[src/rtl/mem_port_arbiter.sv]
// Arbitrates one single-ported memory between the fetch and data requesters; one transaction in flight.
// Optional ARB_STARVE_GUARD_EN: after MAX_DATA_GRANTS data grants with fetch waiting, fetch wins once.
module mem_port_arbiter #(
  parameter int ADDR_W          = 32,
  parameter int DATA_W          = 32,
  parameter int MAX_DATA_GRANTS = 4
) (
  input  logic                i_clk,
  input  logic                i_rst,
  input  logic                i_if_req,
  input  logic [ADDR_W-1:0]   i_if_addr,
  input  logic                i_if_kill,
  output logic                o_if_ready,
  output logic [DATA_W-1:0]   o_if_rdata,
  input  logic                i_d_req,
  input  logic                i_d_we,
  input  logic [DATA_W/8-1:0] i_d_be,
  input  logic [ADDR_W-1:0]   i_d_addr,
  input  logic [DATA_W-1:0]   i_d_wdata,
  output logic                o_d_ready,
  output logic [DATA_W-1:0]   o_d_rdata,
  output logic                o_mem_req,
  output logic                o_mem_we,
  output logic [DATA_W/8-1:0] o_mem_be,
  output logic [ADDR_W-1:0]   o_mem_addr,
  output logic [DATA_W-1:0]   o_mem_wdata,
  input  logic                i_mem_ack,
  input  logic [DATA_W-1:0]   i_mem_rdata,
  output logic                o_busy
);

  localparam int BE_W = DATA_W / 8;

  typedef enum logic [1:0] {S_IDLE, S_BUSY_I, S_BUSY_D} state_t;

  state_t              r_state;
  state_t              w_state_nxt;
  logic                w_grant_d;
  logic                w_grant_i;
  logic                w_ack_i;
  logic                w_ack_d;
  logic                w_fetch_ok;
  logic                w_fetch_first;
  logic                w_fetch_dead;
  logic                r_kill;
  logic                r_mem_req;
  logic                r_mem_we;
  logic [BE_W-1:0]     r_mem_be;
  logic [ADDR_W-1:0]   r_mem_addr;
  logic [DATA_W-1:0]   r_mem_wdata;
  logic                r_if_ready;
  logic                r_d_ready;
  logic [DATA_W-1:0]   r_if_rdata;
  logic [DATA_W-1:0]   r_d_rdata;

  assign w_fetch_ok   = i_if_req && !i_if_kill;
  // A kill raised in the ack cycle itself must also suppress delivery.
  assign w_fetch_dead = r_kill || i_if_kill;

`ifdef ARB_STARVE_GUARD_EN
  localparam int CNT_W = $clog2(MAX_DATA_GRANTS + 1);
  logic [CNT_W-1:0] r_dgrants;

  assign w_fetch_first = (r_dgrants >= CNT_W'(MAX_DATA_GRANTS));

  always_ff @(posedge i_clk or negedge i_rst) begin
    if (!i_rst) begin
      r_dgrants <= '0;
    end else if (w_grant_i) begin
      r_dgrants <= '0;
    end else if (w_grant_d && w_fetch_ok) begin
      r_dgrants <= r_dgrants + 1'b1;
    end
  end
`else
  assign w_fetch_first = 1'b0;
`endif

  always_comb begin
    w_state_nxt = r_state;
    w_grant_d   = 1'b0;
    w_grant_i   = 1'b0;
    w_ack_i     = 1'b0;
    w_ack_d     = 1'b0;
    case (r_state)
      S_IDLE: begin
        if (i_d_req && !(w_fetch_first && w_fetch_ok)) begin
          w_grant_d   = 1'b1;
          w_state_nxt = S_BUSY_D;
        end else if (w_fetch_ok) begin
          w_grant_i   = 1'b1;
          w_state_nxt = S_BUSY_I;
        end
      end
      S_BUSY_I: begin
        if (i_mem_ack) begin
          w_ack_i     = 1'b1;
          w_state_nxt = S_IDLE;
        end
      end
      S_BUSY_D: begin
        if (i_mem_ack) begin
          w_ack_d     = 1'b1;
          w_state_nxt = S_IDLE;
        end
      end
      default: w_state_nxt = S_IDLE;
    endcase
  end

  always_ff @(posedge i_clk or negedge i_rst) begin
    if (!i_rst) begin
      r_state <= S_IDLE;
    end else begin
      r_state <= w_state_nxt;
    end
  end

  always_ff @(posedge i_clk or negedge i_rst) begin
    if (!i_rst) begin
      r_mem_req   <= 1'b0;
      r_mem_we    <= 1'b0;
      r_mem_be    <= '0;
      r_mem_addr  <= '0;
      r_mem_wdata <= '0;
      r_if_ready  <= 1'b0;
      r_d_ready   <= 1'b0;
      r_if_rdata  <= '0;
      r_d_rdata   <= '0;
      r_kill      <= 1'b0;
    end else begin
      r_if_ready <= w_ack_i && !w_fetch_dead;
      r_d_ready  <= w_ack_d;
      if (w_grant_d) begin
        r_mem_req   <= 1'b1;
        r_mem_we    <= i_d_we;
        r_mem_be    <= i_d_be;
        r_mem_addr  <= i_d_addr;
        r_mem_wdata <= i_d_wdata;
      end else if (w_grant_i) begin
        r_mem_req  <= 1'b1;
        r_mem_we   <= 1'b0;
        r_mem_be   <= '1;
        r_mem_addr <= i_if_addr;
      end else if (w_ack_i || w_ack_d) begin
        r_mem_req <= 1'b0;
      end
      if (w_ack_i && !w_fetch_dead) begin
        r_if_rdata <= i_mem_rdata;
      end
      if (w_ack_d && !r_mem_we) begin
        r_d_rdata <= i_mem_rdata;
      end
      if (w_ack_i) begin
        r_kill <= 1'b0;
      end else if (r_state == S_BUSY_I && i_if_kill) begin
        r_kill <= 1'b1;
      end
    end
  end

  assign o_mem_req   = r_mem_req;
  assign o_mem_we    = r_mem_we;
  assign o_mem_be    = r_mem_be;
  assign o_mem_addr  = r_mem_addr;
  assign o_mem_wdata = r_mem_wdata;
  assign o_if_ready  = r_if_ready;
  assign o_if_rdata  = r_if_rdata;
  assign o_d_ready   = r_d_ready;
  assign o_d_rdata   = r_d_rdata;
  assign o_busy      = (r_state != S_IDLE);

endmodule

[config.mk]
export PLATFORM = sky130hd
export DESIGN_NAME = mem_port_arbiter
export DESIGN_NICKNAME = d
export VERILOG_FILES = /design/src/rtl/mem_port_arbiter.sv
export SDC_FILE = /design/constraint.sdc
export NUM_CORES = 1
export LEC_CHECK = 0
export ABC_AREA = 1
export CAP_MARGIN = 20
export CORE_UTILIZATION = 41
export CTS_CLUSTER_SIZE = 25
export DETAILED_ROUTE_END_ITERATION = 6
export PLACE_DENSITY = 0.85
export SLEW_MARGIN = 15
export SYNTH_ARGS = -nofsm -noshare
export SYNTH_HDL_FRONTEND = slang
export SYNTH_SLANG_ARGS = --single-unit
[constraint.sdc]
create_clock -name i_clk -period 1.68 [get_ports i_clk]
set_clock_uncertainty 0.15 [all_clocks]
set_input_delay 0.336 -clock i_clk [delete_from_list [all_inputs] [get_ports i_clk]]
set_output_delay 0.336 -clock i_clk [all_outputs]
set_load 0.005 [all_outputs]
==> key figures, run 1 <==
Outcome
  – Status: finished, violations left
  – Violated checks: setup timing

Global routing
  – GR Util met2: 44.8%
  – Global routing's busiest layer: met2
  – Total track usage: 25.1%
  – Pin count of the biggest net entering global routing: 37
  – Initial antenna violation count: 0
  – Total grt overflow: 0
  – Met3 Use GR: between 8 and 9%
  – Number of global-route vias before repair: 5507
  – Grt met1 use: between 20 and 30%
  – Global-route wire length before repair: 27800 um

Route
  – Pre-Repair DR Iteration Count: 5
  – Routed Wire Length: 20900 um
  – Wire length per cell: 17.4 um
  – Initial DRC count: 429
  – Vias per cell: around 4.9
  – Via count: 5872
  – Antenna viol nets, final: 0
  – DRC Markers: 0

Synthesis
  – Post-Syn Instances: slightly below 700
  – Flops & latches, synth: between 100 and 150
  – Register area share after synthesis: about three fifths
  – Post-synth cell types: 18
  – Mapped Area: 5830 um^2
  – YS warnings: 0
  – Syn_area_per_cell: 8.64 um^2
  – Syn nets: about 820

Floorplanning
  – Full die area: 14700 um^2
  – Initial Util: 42.0%
  – Placement row count: between 40 and 50
  – Core area: 13900 um^2
  – Die height: 121 um
  – I/O pin cnt: roughly 280
  – Die Width: 121 um

Worst hold path
  – Hold Crit Class: input pin to asynchronous set/reset pin

Power and ir drop
  – Total power: 17200 uW
  – Static Leak: approximately 0.0054 uW
  – VDD IR max: 916 uV
  – Pwr per Cell Area: around 1700 nW/um^2

Timing
  – Tmin final: between 1500 and 2000 ps
  – RSZ-0062 raised after global routing: true
  – TNS Setup: -209 ps
  – Fmax: 0.574 GHz
  – Final setup viols: 13
  – Max Slew Vio Count: 0
  – Final Hold Fails: 0
  – Worst setup margin: -61.3 ps
  – Tcrit/Tclk final: 104%
  – Worst slew pin tran: 373 ps
  – Max_slew headroom: 75.1%

Layout
  – Area grow syn2layout: 72.1%
  – Fill cells: 977
  – Area of all placed cells without fillers: 10000 um^2
  – Fin nets: 1151
  – Post-layout util: 72.2%
  – Layout cells sized above 1: between 15 and 20%
  – Ant diodes: 0

Worst setup path
  – R2r startpoint: r_state[1]$_DFFE_PN0P_
  – Startpoint types: register
  – Crit path buf inv count: 3
  – Max FO, Critical Path: 5
  – Critical Path Sink Type: register
  – Crit path cell chain: inv_2 > buf_4 > ha_4 > nand2_2 > nor2_4 > nand2_4 > clkbuf_16 > nand2_2 > o21ai_1
  – Critical path class: register to register
  – Worst setup endpoint: o_if_rdata[15]$_DFFE_PN0P_
  – Number of cells on the worst reg-to-reg path: 9
  – CP startpoint: r_state[1]$_DFFE_PN0P_
  – R2R Path End: o_if_rdata[15]$_DFFE_PN0P_
  – Most frequent cell on the critical path: nand2_2
  – Delay-heaviest family, CP: simple AND/OR/NAND/NOR gates
  – Critical path's largest stage delay: 380 ps
  – Critical Path RT: 1820 ps
  – Crit path max-delay cell type: dfrtp_1
  – Critical path depth: 9
  – R2r setup slk: -60 ps
  – WP data arrival: about 1900 ps

Clock tree
  – CTS tree: done
  – Clock Tree Root: clkbuf_16
  – Clock-pin slew of the registers on the worst-case setup and hold paths: about 60 ps
  – Latest clock arrival within the worst-skew pair: 420 ps
  – CTS sink cnt: 139
  – Total CTS buffers: 17
  – H-tree depth: 4
  – Max Buffers Root-to-Sink: 2

Place
  – Place WS: -207 ps
  – Gpl congestion: around 0.8
  – DP Area: 8960 um^2
  – Detailed placement HPWL: 12400 um
  – I/O Buffers: 275

Job
  – Max Cap Viol: 0
routing by layer:
metal | routed length (um) | share of wire, % | vias to the layer above
li1 | - | - | 2726
met1 | 7220 | 35 | 2743
met2 | 10900 | 52 | 345
met3 | 2060 | 9.8 | 58
met4 | 710 | 3.4 | 0
met5 | 0 | 0 | -
cells in the final DEF, fill, tap and decap left out, types with 3 or more instances in the layout:
cell type	synthesis	routed
a21oi_1	4	4
dfrtp_1	139	139
buf_4	4	47
ha_4	0	3
nand2_1	370	352
clkinv_2	0	3
o21ai_2	30	31
buf_6	9	9
nand2_2	1	16
nor2_1	5	4
clkdlybuf4s50_1	0	137
dlygate4sd2_1	0	136
clkinv_4	0	3
inv_2	2	5
o21ai_1	18	28
inv_1	46	43
nand2_4	0	3
clkbuf_16	0	25
buf_12	0	9
o21ai_0	17	5
bufinv_16	0	4
flip-flops by register name, indices dropped and copies added, names as in the netlist:
signal       count
o_if_ready       1
o_d_rdata       32
o_if_rdata      32
r_kill           1
o_mem_req        1
o_mem_we         1
r_state          2
o_d_ready        1
o_mem_wdata     32
o_mem_be         4
o_mem_addr      32
final cells by class:
type | instances | area (um^2) | area share (%)
Clock buffer | 17 | 425 | 4.24
Inverter | 48 | 180 | 1.80
Tap cell | 180 | 225 | 2.25
Sequential cell | 139 | 3480 | 34.7
Multi-Input combinational cell | 454 | 2080 | 20.8
Timing Repair Buffer | 349 | 3440 | 34.3
Clock inverter | 14 | 196 | 1.96
Yosys cell counts (all sizes together):
master    n  share of area (%)
a21oi     4               0.34
buf      30                3.7
clkbuf    5               0.32
dfrtp   139                 60
ha        3               0.64
inv      48                3.1
nand2   371                 24
nand3     2               0.17
nand4     1               0.11
nor2      5               0.32
o21ai    65                7.5
or2       1               0.11
through the flow:
stage / cells / hold WS, ps
3_5_place_dp: 1131 / 108
2_1_floorplan: 674 / -110
6_report: 1201 / 238
3_3_place_gp: 1131 / 106
4_1_cts: 1185 / 227
5_1_grt: 1201 / 266
kinds of logic after synthesis:
group	count (synthesis)	synth area share (%)
AO/OA/AOI/OAI	69	7.86
adder cells (fa/ha/maj)	3	0.644
buffers and inverters	83	7.13
flip-flops	139	59.7
AND/OR/NAND/NOR	380	24.7
what timing repair did:
action                                 CTS  global route
cloned                                   1            14
buffers inserted                        21             2
endpoints found under the hold margin  127             0
gates resized for setup                148            48
setup endpoints to repair              160            59
hold buffers                             1             0
pin swaps                                1             4
worst min-delay path by stage:
stage | from | to | slack, ps
2_1_floorplan | i_rst | o_d_rdata[0]$_DFFE_PN0P_ | -110
3_3_place_gp | i_rst | o_d_rdata[15]$_DFFE_PN0P_ | 110
3_5_place_dp | i_rst | o_d_rdata[15]$_DFFE_PN0P_ | 110
4_1_cts | i_rst | o_d_rdata[20]$_DFFE_PN0P_ | 230
5_1_grt | i_rst | o_d_rdata[13]$_DFFE_PN0P_ | 270
6_report | i_rst | o_if_rdata[21]$_DFFE_PN0P_ | 240
worst register-to-register path: cells and delay by family (launching register included):
family	cells	cell delay, ps
flops	1	380
compound gates	1	100
fa+ha+maj	1	130
simple gates	4	470
buf+inv	3	390
where the power goes:
part | internal (uW) | switching [uW] | total (uW) | leakage, uW
clock network | 2490 | 1500 | 3980 | 0.000301
registers | 4920 | 913 | 5830 | 0.00174
logic | 3730 | 3640 | 7360 | 0.00340
Note: power is estimated with default switching activity, not from simulation.
==> run 2: changes to the inputs <==
ABC_CLOCK_PERIOD_IN_PS = 1680   (was not set)
==> results of run 2 <==
The final DEF is identical to that of run 1; final timing and power are the same.
